--- config.mk ---
export PLATFORM = sky130hd
export DESIGN_NAME = seq_mult16_flat
export DESIGN_NICKNAME = d
export VERILOG_FILES = /design/src/rtl/seq_mult16_pkg.sv /design/src/rtl/seq_mult16_if.sv /design/src/rtl/seq_mult16.sv /design/src/flat_wrapper.sv
export SDC_FILE = /design/constraint.sdc
export NUM_CORES = 1
export LEC_CHECK = 0
export ABC_AREA = 1
export ABC_CLOCK_PERIOD_IN_PS = 2470
export CORE_MARGIN = 10
export CORE_UTILIZATION = 27
export DETAILED_ROUTE_END_ITERATION = 7
export PLACE_DENSITY = 0.51
export SYNTH_ARGS = -nofsm -noshare
export SYNTH_HDL_FRONTEND = slang
export SYNTH_SLANG_ARGS = --single-unit
--- constraint.sdc ---
create_clock -name clk -period 2.47 [get_ports clk]
set_clock_uncertainty 0.05 [all_clocks]
set_input_delay 0.494 -clock clk [delete_from_list [all_inputs] [get_ports clk]]
set_output_delay 0.494 -clock clk [all_outputs]
set_load 0.01 [all_outputs]
--- src/rtl/seq_mult16_pkg.sv ---
// Shared types and constants for the 16x16 sequential multiplier.
// FSM state encoding, operand width and iteration count.
// Imported by the interface and the multiplier core.
package seq_mult16_pkg;

    localparam int OP_W  = 16;
    localparam int ITER  = 16;
    localparam int CNT_W = $clog2(ITER);

    typedef enum logic [1:0] {
        IDLE = 2'd0,
        RUN  = 2'd1,
        DONE = 2'd2
    } state_t;

endpackage

--- src/rtl/seq_mult16_if.sv ---
// Request/result bundle between a requester and seq_mult16.
// Master drives start/flush/operands; slave returns status and product.
// No internal storage; pure signal grouping.
interface seq_mult16_if;
    import seq_mult16_pkg::*;

    logic            start;
    logic            flush;
    logic [OP_W-1:0] a;
    logic [OP_W-1:0] b;
    logic            busy;
    logic            done;
    logic [OP_W-1:0] product_lo;
    logic [OP_W-1:0] product_hi;
    logic            zero;
    logic            neg;

    modport master (
        output start, flush, a, b,
        input  busy, done, product_lo, product_hi, zero, neg
    );

    modport slave (
        input  start, flush, a, b,
        output busy, done, product_lo, product_hi, zero, neg
    );

endinterface

--- src/rtl/seq_mult16.sv ---
// Unsigned 16x16 -> 32 radix-2 shift-add multiplier, one bit per cycle.
// Latency: done pulses in the cycle after the 16th RUN edge, fixed.
// No backpressure: start is ignored while busy; flush aborts to IDLE.
module seq_mult16
    import seq_mult16_pkg::*;
(
    input  logic         clk,
    input  logic         reset,
    seq_mult16_if.slave  bus
);

    state_t             r_state;
    state_t             w_state_next;
    logic [CNT_W-1:0]   r_count;
    logic [OP_W-1:0]    r_mcand;
    logic [OP_W-1:0]    r_mult;
    logic [2*OP_W-1:0]  r_acc;
    logic [OP_W-1:0]    r_product_lo;
    logic [OP_W-1:0]    r_product_hi;
    logic               r_zero;
    logic               r_neg;

    logic               w_accept;
    logic               w_last;
    logic               w_busy;
    logic               w_done;
    logic [OP_W:0]      w_sum;
    logic [2*OP_W-1:0]  w_acc_step;

    // One shift-add step: add multiplicand into the upper half with carry, then shift right.
    always_comb begin
        w_sum      = {1'b0, r_acc[2*OP_W-1:OP_W]} + (r_mult[0] ? {1'b0, r_mcand} : {(OP_W+1){1'b0}});
        w_acc_step = {w_sum, r_acc[OP_W-1:1]};
    end

    // Next-state and status decode; flush beats start, and start only counts outside RUN.
    always_comb begin
        w_state_next = r_state;
        w_accept     = 1'b0;
        w_last       = (r_count == CNT_W'(ITER - 1));
        w_busy       = (r_state == RUN);
        w_done       = (r_state == DONE);
        case (r_state)
            IDLE: begin
                w_accept = bus.start;
                if (bus.start) w_state_next = RUN;
            end
            RUN: begin
                if (w_last) w_state_next = DONE;
            end
            DONE: begin
                w_accept     = bus.start;
                w_state_next = bus.start ? RUN : IDLE;
            end
            default: w_state_next = IDLE;
        endcase
        if (bus.flush) begin
            w_accept     = 1'b0;
            w_state_next = IDLE;
        end
    end

    // State register.
    always_ff @(posedge clk) begin
        if (reset) r_state <= IDLE;
        else       r_state <= w_state_next;
    end

    // Operand load, iteration, and result capture on the step that enters DONE.
    always_ff @(posedge clk) begin
        if (reset) begin
            r_count      <= '0;
            r_mcand      <= '0;
            r_mult       <= '0;
            r_acc        <= '0;
            r_product_lo <= '0;
            r_product_hi <= '0;
            r_zero       <= 1'b1;
            r_neg        <= 1'b0;
        end else if (w_accept) begin
            r_count <= '0;
            r_mcand <= bus.a;
            r_mult  <= bus.b;
            r_acc   <= '0;
        end else if (r_state == RUN && !bus.flush) begin
            r_acc  <= w_acc_step;
            r_mult <= r_mult >> 1;
            if (w_last) begin
                r_product_lo <= w_acc_step[OP_W-1:0];
                r_product_hi <= w_acc_step[2*OP_W-1:OP_W];
                r_zero       <= ~|w_acc_step;
                r_neg        <= w_acc_step[2*OP_W-1];
            end else begin
                r_count <= r_count + CNT_W'(1);
            end
        end
    end

    assign bus.busy       = w_busy;
    assign bus.done       = w_done;
    assign bus.product_lo = r_product_lo;
    assign bus.product_hi = r_product_hi;
    assign bus.zero       = r_zero;
    assign bus.neg        = r_neg;

endmodule

--- src/flat_wrapper.sv ---
// flat-port wrapper written by rule: the top's interface ports become plain ports
module seq_mult16_flat import seq_mult16_pkg::*;
  (clk, reset, bus_start, bus_flush, bus_a, bus_b, bus_busy, bus_done, bus_product_lo, bus_product_hi, bus_zero, bus_neg);
  seq_mult16_if bus_i ();
  input  logic clk;
  input  logic reset;
  input wire logic [$bits(bus_i.start)-1:0] bus_start;
  input wire logic [$bits(bus_i.flush)-1:0] bus_flush;
  input wire logic [$bits(bus_i.a)-1:0] bus_a;
  input wire logic [$bits(bus_i.b)-1:0] bus_b;
  output wire logic [$bits(bus_i.busy)-1:0] bus_busy;
  output wire logic [$bits(bus_i.done)-1:0] bus_done;
  output wire logic [$bits(bus_i.product_lo)-1:0] bus_product_lo;
  output wire logic [$bits(bus_i.product_hi)-1:0] bus_product_hi;
  output wire logic [$bits(bus_i.zero)-1:0] bus_zero;
  output wire logic [$bits(bus_i.neg)-1:0] bus_neg;
  assign bus_i.start = bus_start;
  assign bus_i.flush = bus_flush;
  assign bus_i.a = bus_a;
  assign bus_i.b = bus_b;
  assign bus_busy = bus_i.busy;
  assign bus_done = bus_i.done;
  assign bus_product_lo = bus_i.product_lo;
  assign bus_product_hi = bus_i.product_hi;
  assign bus_zero = bus_i.zero;
  assign bus_neg = bus_i.neg;
  seq_mult16 u_core (.clk(clk), .reset(reset), .bus(bus_i));
endmodule
**Word-level counts from Yosys, hierarchy flattened**

Index checks and enable logic that the tools add are counted.

- $add $sub $neg: 2
- Equal/unequal tests: 5
- Muxes and demuxes: 9
- Bitwise gates (word level): 2
- Reduce and logical (&&, ||, !) cells: 12

Operators with widths:

| cell | number |
|---|---|
| 16-bit two-way mux | 3 |
| 32-bit OR reduction | 1 |
| 16-bit by 17-bit adder with 17-bit output | 1 |
| 2-bit one-hot mux with 3 select lines | 1 |
| 2-bit OR reduction | 3 |
| 4-bit by 1-bit adder with 4-bit output (second input constant) | 1 |
| 4-bit equality test (second input constant) | 1 |
| 2-bit two-way mux | 2 |
| 2-bit AND reduction | 2 |
| 1-bit two-way mux | 3 |
| 3-bit AND reduction | 1 |
| 2-bit by 1-bit equality test with 1-bit output (second input constant) | 1 |
| 2-bit equality test (second input constant) | 1 |
| 1-bit logical NOT | 2 |
| 2-bit logical NOT | 1 |
| 2-bit by 1-bit inequality test with 1-bit output (second input constant) | 1 |
| 2-bit inequality test (second input constant) | 1 |
| 1-bit inverter | 2 |
| 2-bit nonzero test | 1 |
| 1-bit logical AND | 1 |

- Bits in registers: 104
- Input bits: 36
- Output and inout bits: 36
- Logic and storage cells: 39

**Logic depth before layout (Yosys ltp)**

Gate-level depths: netlist (run 1).

- Depth in word-level cells: 6
- Gate-level depth with buffers: 18
- Depth with buffers taken out: 17

**Worst setup path before layout (run 1)**

No wires, ideal clock.

- Path kind: register to register
- Start point: reg u_core.r_mult[0]
- End point: reg u_core.r_zero (netlist: u_core.bus.zero)
- Library setup time: 0.059 ns
- Arrival time: 2.210 ns
- Required time: 2.361 ns
- Slack: 0.151 ns
- Stages on the path, launching flop included: 16
- Buffers on the path: 2
- Clock period less this slack: 2.319 ns
- Cell sequence: dfxtp_1 > clkbuf_1 > clkbuf_1 > nand2_1 > inv_1 > ha_1 > fa_1 > nand3_1 > nand3_1 > nand2_1 > nand2_1 > xnor2_1 > nand3_1 > nor2_1 > nand3_1 > nand2_1

- Cells in the longest elaborated chain, start to end: 4

Ends and longest elaborated chain:

| element | line | source |
|---|---|---|
| start: declaration | seq_mult16.sv:16 | `logic [OP_W-1:0] r_mult;` |
| start signal: assignment | seq_mult16.sv:83 | `r_mult <= bus.b;` |
| start signal: assignment | seq_mult16.sv:87 | `r_mult <= r_mult >> 1;` |
| 16-bit two-way mux | seq_mult16.sv:32 | `w_sum = {1'b0, r_acc[2*OP_W-1:OP_W]} + (r_mult[0] ? {1'b0, r_mcand} : {(OP_W+1){1'b0}});` |
| 16-bit by 17-bit adder with 17-bit output | seq_mult16.sv:32 |  |
| 32-bit OR reduction | seq_mult16.sv:91 | `r_zero <= ~\|w_acc_step;` |
| 1-bit logical NOT | seq_mult16.sv:91 |  |
| end signal: assignment | seq_mult16.sv:91 |  |
| end: declaration | seq_mult16.sv:20 | `logic r_zero;` |

Every way passes these cells.
A chain may end at the register's enable or synchronous reset.

**Worst setup path after layout (run 1)**

- Start point: reg u_core.r_mult[0]
- End point: reg u_core.r_acc[31]

- Cells in the longest elaborated chain, start to end: 2

Ends and longest elaborated chain:

| element | line | source |
|---|---|---|
| 16-bit two-way mux | seq_mult16.sv:32 |  |
| 16-bit by 17-bit adder with 17-bit output | seq_mult16.sv:32 |  |
| end signal: assignment | seq_mult16.sv:86 | `r_acc <= w_acc_step;` |
| end: declaration | seq_mult16.sv:17 | `logic [2*OP_W-1:0] r_acc;` |

Every way passes these cells.

==> metrics, run 1 <==
post-cts hold buffer count=0; commonest non-fill, non-tap cell in the layout=nand2_1; root cell of the clock tree=clkbuf_16; commonest non-fill, non-tap cells in the layout=184 x nand2_1, 104 x inv_1, 102 x dfxtp_1; Cells after Synth=around 710; post-synthesis sequential area ratio=roughly two fifths; slew margin rel.=between 60 and 70%; compound-gate portion of the synthesized area=~15%; Chip Height=between 150 and 200 um; CTS tree=done; Core ar.=18000 um2; Slew @ Worst Pin=0.543 ns; gr usage total=a little under an eighth; via count=between 4000 and 5000; Setup TNS=0 ns; die area=between 20000 and 25000 um2; simple-gate share of the synthesized area=around 27%; Setup Crit Path Kind=flip-flop to flip-flop; HP Class=flip-flop to flip-flop; initial antenna violation count=0; vias per inst=between 4 and 5; largest family of logic cells by synthesized area=simple AND/OR/NAND/NOR gates; wirelength, routed=about 13 mm; # DRC=0; gpl congestion=~0.91; mux contribution to synthesized area=0%; Highest Clock Rate=roughly 450 MHz; grt ovf=0; # Post-CTS Setup Buffers=0; Leak=roughly 0.0029 uW; largest net degree at the start of global routing=47; post-synthesis cell type count=30; RSZ-0062 raised after global routing=no; latest clock arrival within the worst-skew pair=approximately 0.36 ns; Initial Util=27.4%; Synth Area in XOR/XNOR=less than 1%; #FFs+latches synth=between 100 and 150; status=completed; VDD IR max=about 0.38 mV; vias in the first global route=4504; total CTS buffers=9; first-pass GRT wire length=between 20 and 25 mm; Tcrit/Tclk final=approximately nine tenths; adder-cell share of the synthesized area=under 10%; Setup crit end kind=flip-flop; Fin. Hold Viols=0; Post-Syn Area=between 4000 and 5000 um2; nets@finish=between 800 and 900; fraction of layout cells with a size suffix above 1=6.85%; Max Slew Vio Count=0; crit path max fanout=6; antenna viol nets, final=0; Sink Count=between 100 and 150; post-route minimum period=2.25 ns; placed cell area=about 5900 um2; Syn Area/Cell=around 7 um2; diode count=0; Die W=roughly 150 um; max_cap viols=0; row count=around 50; Area Growth Syn to Fin=27.6%; PD cells=561 nW/um2; # setup viols final=0; io pins=72; H-Tree Depth=3; Worst Setup Start Kind=flip-flop; Yosys Warn Count=0; wire per inst=13.2 um; clk buf depth=2; Detailed Routing Iterations Pass 1=5; CP Data Required Time=2.67 ns; Synth async-reset ratio=0%; dpl hpwl=around 10 mm; Post-Syn Nets=around 770; post-route cell area=6270 um2; Clock Pin Slew Worst Setup and Hold Paths=roughly 0.070 ns; crit path DAT=about 2.5 ns; top_reg_cell synth=dfxtp_1; First DRT Iteration DRCs=212; number of flops mapped to enable cells by yosys=0; Port Buf Inserts=between 70 and 80
-- per-stage QoR --
| step | power [uW] | cells | worst slack (ns) | utilization, % | hold WS (ns) |
|---|---|---|---|---|---|
| floorplan | 1920 | 712 | 0.151 | - | 0.390 |
| global placement | 2050 | 1001 | 0.0825 | 33.0 | 0.406 |
| detailed placement | 2050 | 1001 | 0.0815 | 33.0 | 0.404 |
| CTS | 3570 | 1017 | 0.0661 | 34.7 | 0.414 |
| global route | 3680 | 1017 | 0.00729 | 34.9 | 0.434 |
| finish | 3520 | 1017 | 0.225 | 34.9 | 0.414 |
-- power by group --
part	internal (uW)	switching, uW
Sequential	1690	29.2
Clock	833	679
Combinational	128	160
-- registers in the layout, indices dropped and copies added (netlist names) --
register               count
u_core.bus.product_hi     15
u_core.r_acc              31
u_core.r_mcand            16
u_core.bus.neg             1
u_core.r_mult             16
u_core.r_state             2
u_core.r_count             4
u_core.bus.zero            1
u_core.bus.product_lo     16
-- cell type report --
class                           count  area, um2
Inverter                          107        402
Tap cell                          229        287
Clock inverter                      6       77.6
Timing Repair Buffer               91        861
Clock buffer                       10        239
Sequential cell                   102       2040
Multi-Input combinational cell    472       2370
Fill cell                        1966      11700
-- cell usage after synthesis, types with 2 or more instances --
library cell / count / area share [%]
nand2_1: 185 / 14
nand2_2: 2 / 0.25
ha_1: 17 / 4.3
o21bai_1: 2 / 0.31
xnor2_1: 4 / 0.71
nor2_1: 71 / 5.4
o21ai_1: 8 / 0.81
a31oi_1: 15 / 1.9
and2_1: 3 / 0.38
o211ai_1: 20 / 3.1
nand3b_1: 2 / 0.31
nor3_1: 4 / 0.41
inv_1: 104 / 7.9
buf_4: 3 / 0.46
nand3_1: 38 / 3.9
o21ai_0: 51 / 5.2
clkbuf_1: 15 / 1.1
nor2_4: 2 / 0.46
buf_2: 10 / 1.0
buf_1: 3 / 0.23
nand4_1: 7 / 0.89
a21oi_1: 35 / 3.6
dfxtp_1: 102 / 42
inv_2: 3 / 0.23
-- cell families (layout without fill, tap and decap cells) --
| kind of cell | Yosys count | in the layout |
|---|---|---|
| flops | 102 | 102 |
| xor+xnor | 5 | 5 |
| buf+inv | 138 | 214 |
| fa+ha+maj | 18 | 18 |
| simple gates | 318 | 318 |
| compound gates | 131 | 131 |
-- final timing paths --
path	depth (start not counted)	to	start	slack (ns)
hold reg to reg	2	u_core.r_mult[15]	u_core.r_mult[15]	0.41
setup reg to reg	12	u_core.r_acc[31]	u_core.r_mult[0]	0.22
hold / removal	2	u_core.r_mult[15]	u_core.r_mult[15]	0.41
setup / recovery	12	u_core.r_acc[31]	u_core.r_mult[0]	0.22
-- critical path, stage by stage (launching register included) --
cell and delay (ns):
dfxtp_1 0.35, nand2_1 0.12, inv_1 0.06, ha_1 0.21, fa_2 0.39, nand3_1 0.12, nand3_1 0.13, nand3_1 0.15
nand3_1 0.12, nand2_1 0.08, nand3b_1 0.14, o21bai_1 0.18, inv_1 0.05
-- repair_timing --
item,4_1_cts,5_1_grt
endpoints found under the setup margin,0,7
resized for setup,0,7
hold endpoints to repair,0,0
-- per-layer routing --
metal	part of all wire [%]	routed length (um)	GRT usage [%]
met5	0	0	0
met4	1.3	172	3.87
met3	5.0	669	3.28
met2	43	5710	17.4
met1	51	6850	15.4
Power figures use the tool's default switching activity.
==> inputs of run 2 (changes only) <==
Settings changed: CAP_MARGIN from default to 10.
==> results of run 2 <==
No change in the layout: final DEF, timing and power equal those of run 1.
==> inputs of run 3 (changes only) <==
==> constraint.sdc (replaced) <==
create_clock -name clk -period 2.47 [get_ports clk]
set_clock_uncertainty 0.05 [all_clocks]
set_input_delay 0.3705 -clock clk [delete_from_list [all_inputs] [get_ports clk]]
set_output_delay 0.3705 -clock clk [all_outputs]
set_load 0.01 [all_outputs]
==> run 3 against run 2 <==
Net effect:
- utilization hardly changed
- power is 0.21% lower
- die area stayed put
==> metrics, run 3 (synthesized netlist as in run 1, its figures left out) <==
FILL cells=roughly 2000; die area=24000 um2; max reg flops=31; latest clock arrival within the worst-skew pair=around 0.35 ns; Buffers & Inverters on Critical Path=2; commonest non-fill, non-tap cells in the layout=184 x nand2_1, 104 x inv_1, 102 x dfxtp_1; initial antenna violation count=0; CP Data Required Time=2.72 ns; slowest CP cell=ha_1; combinational share of power=8.2%; CTS tree=done; min-delay src=u_core.r_mult[15]; vias per inst=between 4 and 5; pre-CTS WS=between 0.07 and 0.08 ns; Chip Height=155 um; commonest non-fill, non-tap cell in the layout=nand2_1; post-cts hold buffer count=0; Port Buf Inserts=71; Initial Util=27.4%; wirelength, routed=approximately 13 mm; diode count=0; post-route minimum period=2.24 ns; antenna viol nets, final=0; crit path max fanout=8; Psw=slightly below 900 uW; total CTS buffers=9; Setup crit end kind=flip-flop; PD cells=roughly 560 nW/um2; max_cap viols=0; Slew @ Worst Pin=roughly 0.55 ns; clk buf depth=2; gr usage total=11.3%; gpl congestion=0.898; Reg2Reg Depth=14; VDD IR max=~0.36 mV; post-route cell area=between 6000 and 7000 um2; cell mode on critical path=nand2_1; Die W=155 um; # setup viols final=0; Area Growth Syn to Fin=27.7%; RR Startpoint=u_core.r_mult[0]; Max Slew Vio Count=0; fraction of layout cells with a size suffix above 1=under 10%; Max stage delay on crit path=about 0.36 ns; Seq pwr share=around 49%; HP Class=flip-flop to flip-flop; Clock Power Share=between 40% and 50%; Fin. Hold Viols=0; slew margin rel.=between 60% and 70%; Tcrit/Tclk final=between 90% and 100%; Crit path max-delay family=simple AND/OR/NAND/NOR gates; crit path DAT=2.50 ns; Setup Crit Path Kind=flip-flop to flip-flop; Util after Layout=35.0%; grt ovf=0; row count=between 40 and 50; Hold Path Depth=2; internal power=about 2600 uW; vias in the first global route=~4500; register with the most flip-flops=u_core.r_acc; Core ar.=roughly 18000 um2; dpl hpwl=just over 10 mm; CP Depth=14; worst setup path startpoint=u_core.r_mult[0]; CP Cell Sequence=buf_4 -> nand2_1 -> inv_1 -> ha_1 -> nand2_1 -> nor2_1 -> nand3_1 -> nand3_1 -> nand2_1 -> nand2_1 -> nand3_1 -> nor2_1 -> nand3_1 -> nand2_1; io pins=slightly above 70; Detailed Routing Iterations Pass 1=4; RSZ-0062 raised after global routing=no; Setup WS post-layout=0.226 ns; # DRC=0; nets@finish=about 840; via count=around 4500; status=completed; Highest Clock Rate=around 450 MHz; switching share of power=between 20 and 30%; First DRT Iteration DRCs=201; Leak=about 0.0029 uW; Setup TNS=0 ns; H-Tree Depth=3; Clock Pin Slew Worst Setup and Hold Paths=about 0.08 ns; Sink Count=approximately 100; first-pass GRT wire length=between 20 and 25 mm; wire per inst=13.2 um; largest net degree at the start of global routing=47; final hold slack=a little over 0.4 ns; Worst Setup Start Kind=flip-flop; root cell of the clock tree=clkbuf_16; placed cell area=5920 um2
## run 3: cell count changes in the layout (fill, tap and decap cells not counted)
cell	delta
clkbuf_8	-1
inv_8	+1
nand3_1	-2
nand3_2	+2
nor2_1	+1
nor2_2	-1
## run 3: layout make-up
| cell class | count | area (um2) | share of cell area [%] |
|---|---|---|---|
| clock buffer | 9 | 225 | 3.59 |
| clock inverter | 7 | 88.8 | 1.41 |
| inverter | 107 | 402 | 6.40 |
| multi-input combinational | 472 | 2370 | 37.8 |
| sequential | 102 | 2040 | 32.5 |
| tap | 229 | 287 | 4.56 |
| timing repair buffer | 91 | 861 | 13.7 |
## run 3: worst paths after layout
kind	end	slack, ns
max	u_core.bus.zero	0.23
min	u_core.r_mult[15]	0.42
max reg2reg	u_core.bus.zero	0.23
min reg2reg	u_core.r_mult[15]	0.42
## run 3: what timing repair did
action | CTS | global route
setup endpoints to repair | 0 | 7
setup buffers | 0 | 1
resized for setup | 0 | 8
## run 3: worst register-to-register path: cells and delay by family (launching register included)
family / cells / cell delay (ns)
adders and majority gates: 1 / 0.36
buffers and inverters: 2 / 0.22
DFF: 1 / 0.35
and+or+nand+nor: 11 / 1.23
## run 3: metal layers
layer  up-vias  track usage, %  part of all wire [%]
met5         -               0                     0
li1       2412               -                     -
met3        12            3.61                   5.8
met1      1965            14.9                    50
met4         0            2.92                   1.1
met2        89            17.3                    43
## run 3: power groups by stage
stage / clock network, uW / registers, uW / logic, uW
3_3_place_gp: 0 / 1760 / 290
2_1_floorplan: 0 / 1750 / 168
4_1_cts: 1560 / 1720 / 290
3_5_place_dp: 0 / 1760 / 289
5_1_grt: 1600 / 1730 / 329
6_report: 1500 / 1720 / 290
## run 3: per-stage QoR
stage / std cells / total power, uW
after global placement: 1000 / 2050
after floorplan: 712 / 1920
after CTS: 1016 / 3570
after detailed placement: 1000 / 2050
final: 1017 / 3510
after global routing: 1017 / 3660
